[config.mk]
export PLATFORM = sky130hd
export DESIGN_NAME = instr_fetch
export DESIGN_NICKNAME = d
export VERILOG_FILES = /design/src/rtl/instr_fetch.sv
export SDC_FILE = /design/constraint.sdc
export NUM_CORES = 1
export LEC_CHECK = 0
export ABC_AREA = 1
export CAP_MARGIN = 20
export CORE_UTILIZATION = 50
export CTS_BUF_LIST = sky130_fd_sc_hd__clkbuf_4
export DETAILED_ROUTE_END_ITERATION = 8
export GPL_ROUTABILITY_DRIVEN = 0
export PLACE_DENSITY = 0.9
export SKIP_CTS_REPAIR_TIMING = 1
export SLEW_MARGIN = 25
export SYNTH_ARGS = -nofsm -noshare
export SYNTH_HDL_FRONTEND = slang
export SYNTH_SLANG_ARGS = --single-unit
export TNS_END_PERCENT = 100
[constraint.sdc]
create_clock -name clk -period 7.5 [get_ports clk]
set_input_delay 1.875 -clock clk [delete_from_list [all_inputs] [get_ports clk]]
set_output_delay 1.875 -clock clk [all_outputs]
set_load 0.005 [all_outputs]
[src/rtl/instr_fetch.sv]
// ----------------------------------------------------------------------------
// instr_fetch: single-stage instruction fetch with a one-entry output register.
//
// After reset the block spends one BOOT cycle presenting RESET_PC, then fetches
// continuously. A word is accepted when memory acknowledges and neither a stall
// nor a redirect is active. An accepted word is latched into the if_* register
// on the next edge. On that same edge the PC steps to the predicted target or
// to PC+4. Redirect overrides everything else. Stall freezes the PC, the output
// register and the counters.
//
// Ports
//   clk, rst      clock; asynchronous active-high reset
//   IAD           instruction address (combinational copy of the PC)
//   IDT, ACKI_n   returned instruction word and its active-low acknowledge
//   stall         hold request from decode
//   redirect      PC correction from execute, target on redirect_pc
//   pred_taken    predictor decision for the current IAD
//   pred_target   predicted target for the current IAD
//   if_valid      output register holds a live instruction
//   if_pc         address of the latched instruction
//   if_instr      latched instruction word
//   if_pred       prediction captured with the instruction
//   if_is_branch  latched word decodes as a branch
//   fetch_count   saturating count of accepted instructions
//   branch_count  saturating count of accepted branches
// ----------------------------------------------------------------------------
module instr_fetch #(
    parameter int unsigned          BIT_WIDTH = 32,
    parameter logic [BIT_WIDTH-1:0] RESET_PC  = BIT_WIDTH'(32'h0001_0000)
) (
    input  logic                 clk,
    input  logic                 rst,
    output logic [BIT_WIDTH-1:0] IAD,
    input  logic [BIT_WIDTH-1:0] IDT,
    input  logic                 ACKI_n,
    input  logic                 stall,
    input  logic                 redirect,
    input  logic [BIT_WIDTH-1:0] redirect_pc,
    input  logic                 pred_taken,
    input  logic [BIT_WIDTH-1:0] pred_target,
    output logic                 if_valid,
    output logic [BIT_WIDTH-1:0] if_pc,
    output logic [BIT_WIDTH-1:0] if_instr,
    output logic                 if_pred,
    output logic                 if_is_branch,
    output logic [31:0]          fetch_count,
    output logic [31:0]          branch_count
);

    localparam int unsigned CNT_W = 32;
    localparam logic [CNT_W-1:0] CNT_MAX = '1;

    typedef enum logic {
        BOOT  = 1'b0,
        FETCH = 1'b1
    } state_t;

    state_t               state;
    logic [BIT_WIDTH-1:0] pc;
    logic                 accept_c;
    logic                 is_branch_c;
    logic [BIT_WIDTH-1:0] pc_plus4_c;
    logic [BIT_WIDTH-1:0] pc_next_seq_c;

    // Address bus mirrors the PC directly so memory sees it in the same cycle.
    assign IAD = pc;

    // A word is taken only in FETCH, when it is acknowledged and nothing blocks it.
    assign accept_c = (state == FETCH) && !ACKI_n && !stall && !redirect;

    // Branch opcodes: 6'b000001 in the top six bits, or 4'b0001 in the top nibble.
    assign is_branch_c = (IDT[BIT_WIDTH-1 -: 6] == 6'b000001) ||
                         (IDT[BIT_WIDTH-1 -: 4] == 4'b0001);

    // Sequential successor wraps naturally at the top of the address space.
    assign pc_plus4_c    = pc + BIT_WIDTH'(4);
    assign pc_next_seq_c = pred_taken ? pred_target : pc_plus4_c;

    // State, PC, output register and counters.
    always_ff @(posedge clk or posedge rst) begin
        if (rst) begin
            state        <= BOOT;
            pc           <= RESET_PC;
            if_valid     <= 1'b0;
            if_pc        <= '0;
            if_instr     <= '0;
            if_pred      <= 1'b0;
            if_is_branch <= 1'b0;
            fetch_count  <= '0;
            branch_count <= '0;
        end else begin
            case (state)
                BOOT: begin
                    // One idle cycle at RESET_PC; an early redirect still lands.
                    state    <= FETCH;
                    if_valid <= 1'b0;
                    if (redirect) begin
                        pc <= redirect_pc;
                    end
                end
                FETCH: begin
                    if (redirect) begin
                        pc       <= redirect_pc;
                        if_valid <= 1'b0;
                    end else if (stall) begin
                        // Everything holds; any returned word is refetched later.
                        pc       <= pc;
                        if_valid <= if_valid;
                    end else if (ACKI_n) begin
                        if_valid <= 1'b0;
                    end else if (accept_c) begin
                        pc           <= pc_next_seq_c;
                        if_valid     <= 1'b1;
                        if_pc        <= pc;
                        if_instr     <= IDT;
                        if_pred      <= pred_taken;
                        if_is_branch <= is_branch_c;
                        if (fetch_count != CNT_MAX) begin
                            fetch_count <= fetch_count + CNT_W'(1);
                        end
                        if (is_branch_c && (branch_count != CNT_MAX)) begin
                            branch_count <= branch_count + CNT_W'(1);
                        end
                    end
                end
                default: begin
                    state <= BOOT;
                end
            endcase
        end
    end

endmodule

==> impl.org <==
** Floorplanning
- For this configuration, the core starts out at a cell density of 0.515.
- Core region area :: 18100 sq um
- Boundary pin count :: roughly 270
- Number of placement rows :: between 40 and 50
- Measured along the y axis, the die boundary spans ~140 microns.
- Measured along the x axis, the die boundary spans ~140 microns.
- Die outline area :: 19200 sq um

** CTS
- Buffers from clock root to sink, at most :: 2
- Number of levels the H-tree was split into :: 4
- Buffer type at the clock tree root :: sky130_fd_sc_hd__clkbuf_4
- TritonCTS built the clock tree.
- For this design, the sink count on the clock tree is 164.
- Clk Latency, worst-skew pair :: between 500 and 600 ps
- Number of clock buffers inserted by TritonCTS :: 17
- Clock Pin Slew Worst Setup and Hold Paths :: 120 ps

** Routing
- Before antenna repair, the detailed router went through 9 iterations.
- After detailed routing, the total wire length is about 27 mm.
- Vias after detailed routing :: 9721
- Dividing the detail-routed via count by the number of cells gives around 5.4.
- Wirelength per Cell :: between 15 and 20 microns
- The detailed router finished its first iteration with 797 violations.
- DRC violations left :: 28
- Number of nets still failing antenna checks after routing :: 0

** Power and ir drop
- The worst-case IR drop observed on VDD is 0.102 mV.
- Internal power component :: 1.53 mW
- The share of total power dissipated in sequential elements is 0.500.
- Of the total power, the clock network draws 0.253.
- Logic gate share of total power :: 0.247
- Fraction of power spent switching nets :: 0.296
- For this design the ratio of total power to cell area is approximately 180 nW/um^2.
- Switching pwr :: 645 uW
- Cell leakage power :: 5.70 nW

** Global route
- The first global-routing pass estimated between 40 and 50 mm of wire.
- Via count of the first global-routing pass :: ~9200
- The total overflow left after global routing is 0.
- The number of antenna violations at the first check in global routing is 1.
- In the global route stage, overall resource usage came out at 0.290.
- Maximum number of pins on one net before global-route repair :: 96

** Final layout
- Utilization after layout :: 0.685
- Fin area :: ~12000 sq um
- Most frequent cells in the layout :: sky130_fd_sc_hd__nand2_1 (551), sky130_fd_sc_hd__clkdlybuf4s50_1 (264), sky130_fd_sc_hd__dfrtp_1 (163), sky130_fd_sc_hd__nor2_1 (160), sky130_fd_sc_hd__inv_1 (87)
- Total Nets Final :: ~1700
- Growth of design area from synthesis to finish :: 32.9%
- Share of cells above drive strength 1 :: 0.0444
- Leading cell type in the layout, fill and taps excluded :: sky130_fd_sc_hd__nand2_1

** STA
- Based on the critical path, the design can be clocked at up to 0.240 GHz.
- Final Max Tran Viols :: 0
- Setup repair after global routing left no endpoint under its margin.
- Number of endpoints failing setup at the final stage :: 0
- For the pin with the worst max-slew slack, the measured transition is 991 ps.
- Final critical-path share of the clock period :: 0.555
- Min Clock Period, post-route :: roughly 4200 ps
- Setup slack after layout :: between 3000 and 4000 ps
- Final Hold Viols :: 0
- The worst pin sits at a relative slew slack of 0.337.
- Setup total negative slack :: 0 ps
- For the final database, setup skew stands at between 20 and 25 ps.

** Worst setup path
- WP data required :: between 7000 and 8000 ps
- The setup path with the least slack is of type input port to flip-flop.
- The worst setup path is captured at a flip-flop.
- Critical path launch point type :: input port
- The startpoint identified for the worst register-to-register timing path is state.
- Setup slack of the most critical reg-to-reg path :: 4660 ps
- In this run the worst path has a maximum fanout of 73.
- For the worst setup path, the data arrival time is 4590 ps.
- Depth of the most critical reg-to-reg path :: 8
- Endpoint of the most critical register-to-register path :: branch_count[26]

** Yosys
- Of all cell types, the one taking the most synthesized area is sky130_fd_sc_hd__dfrtp_1.
- The synthesized netlist contains 39 unique library cells.
- Yosys printed 0 warnings.
- Of the post-synthesis cell area, the dominant cell type holds 0.438.
- Register area share after synthesis :: 0.440
- The cell area that synthesis handed to floorplanning was 9320 sq um.
- After synthesis, the cell types taking the most area are sky130_fd_sc_hd__dfrtp_1 (44%), sky130_fd_sc_hd__nand2_1 (22%), sky130_fd_sc_hd__nor2_1 (6.4%).
- The number of nets in the synthesized netlist is 1425.
- Synthesized netlist cell count :: 1320
- Post-synthesis register bit count :: 164
- Avg Inst Size Synth :: 7.06 sq um

** Hold path
- Worst Hold Endpoint :: if_pc[1]
- Hold WC Path Type :: flip-flop to flip-flop
- Count of cells along the worst hold path :: 2
- In this run the most critical hold path is launched from if_pc[1].

** Status
- Outcome :: finished, violations left
- The checks that failed: design-rule violations.

** Place
- Placed Area :: 12100 sq um
- The HPWL after detailed placement is between 20 and 25 mm.
- Post-Place Setup Slack :: between 2000 and 3000 ps
- During placement, the flow inserted port buffers numbering 264.

** Flow run
- Max cap viols :: 0
## cells by family after synthesis
family                   Yosys count  synth area share
flip-flops                       164             0.440
AO/OA/AOI/OAI                    131            0.0771
buffers and inverters            135            0.0611
AND/OR/NAND/NOR                  841             0.375
adder cells (fa/ha/maj)            3           0.00403
XOR/XNOR                          45            0.0423
other                              1          0.000402
## power by group through the flow
stage / Clock, mW / Sequential, mW / Combinational, mW
final: 0.551 / 1.09 / 0.539
after global routing: 0.598 / 1.10 / 0.590
after CTS: 0.562 / 1.09 / 0.543
after detailed placement: 0 / 1.10 / 0.539
after global placement: 0 / 1.10 / 0.527
after floorplan: 0 / 1.09 / 0.196
## worst max-delay path, cell delays in order
cell and delay [ps]:
sky130_fd_sc_hd__clkdlybuf4s50_1 400, sky130_fd_sc_hd__nor2_1 240, sky130_fd_sc_hd__nand3_4 320, sky130_fd_sc_hd__buf_4 450, sky130_fd_sc_hd__nor2_2 260, sky130_fd_sc_hd__nand2_1 140
sky130_fd_sc_hd__a21oi_4 710, sky130_fd_sc_hd__o21ai_0 170
## routing by layer
metal	up-vias	GRT usage	routed length, microns
met1	4499	0.351	10600
met3	83	0.0611	2380
met4	0	0.135	949
li1	4636	-	-
met5	-	0	0
met2	503	0.495	13400
## stage by stage
step	cells	hold WS (ps)	total power, mW
6_report	1808	490	2.18
5_1_grt	1808	518	2.29
4_1_cts	1807	496	2.19
3_5_place_dp	1776	464	1.64
3_3_place_gp	1776	461	1.63
2_1_floorplan	1320	472	1.29
## registers in the layout (all words and copies together), names as in the netlist
name / flops
IAD: 32
if_is_branch: 1
if_instr: 32
if_pc: 32
fetch_count: 32
if_valid: 1
if_pred: 1
state: 1
branch_count: 32
## final cells by class
| class | instances | area (sq um) |
|---|---|---|
| Multi-Input combinational cell | 1021 | 4660 |
| Clock buffer | 21 | 158 |
| Timing Repair Buffer | 270 | 2690 |
| Tap cell | 229 | 287 |
| Inverter | 92 | 350 |
| Clock inverter | 10 | 134 |
| Sequential cell | 164 | 4110 |
| Fill cell | 1468 | 5700 |
| Antenna cell | 1 | 2.50 |
## synth_stat cells, drive strengths merged
| cell type | number |
|---|---|
| clkbuf | 26 |
| nand3 | 60 |
| or2 | 1 |
| a21oi | 47 |
| nor2 | 176 |
| nand3b | 9 |
| and3 | 1 |
| nand4 | 16 |
| xor2 | 30 |
| and2 | 1 |
| clkinv | 2 |
| dfrtp | 163 |
| inv | 90 |
| a22oi | 12 |
| o31ai | 2 |
| ha | 3 |
| nor4 | 1 |
| nor3 | 20 |
| xnor2 | 15 |
| o211ai | 6 |
| conb | 1 |
| nand2 | 555 |
| dfstp | 1 |
| o21ai | 63 |
| buf | 17 |
| nor3b | 1 |
| o22ai | 1 |
## how the worst max path moves through the flow
stage	start	to	slack, ps
after floorplan	rst	IAD[0]	1190
after global placement	ACKI_n	branch_count[29]	2860
after detailed placement	ACKI_n	branch_count[29]	2740
after CTS	ACKI_n	branch_count[26]	3360
after global routing	ACKI_n	branch_count[21]	3030
final	ACKI_n	branch_count[26]	3340
No activity file was read; power rests on OpenSTA's default activity.
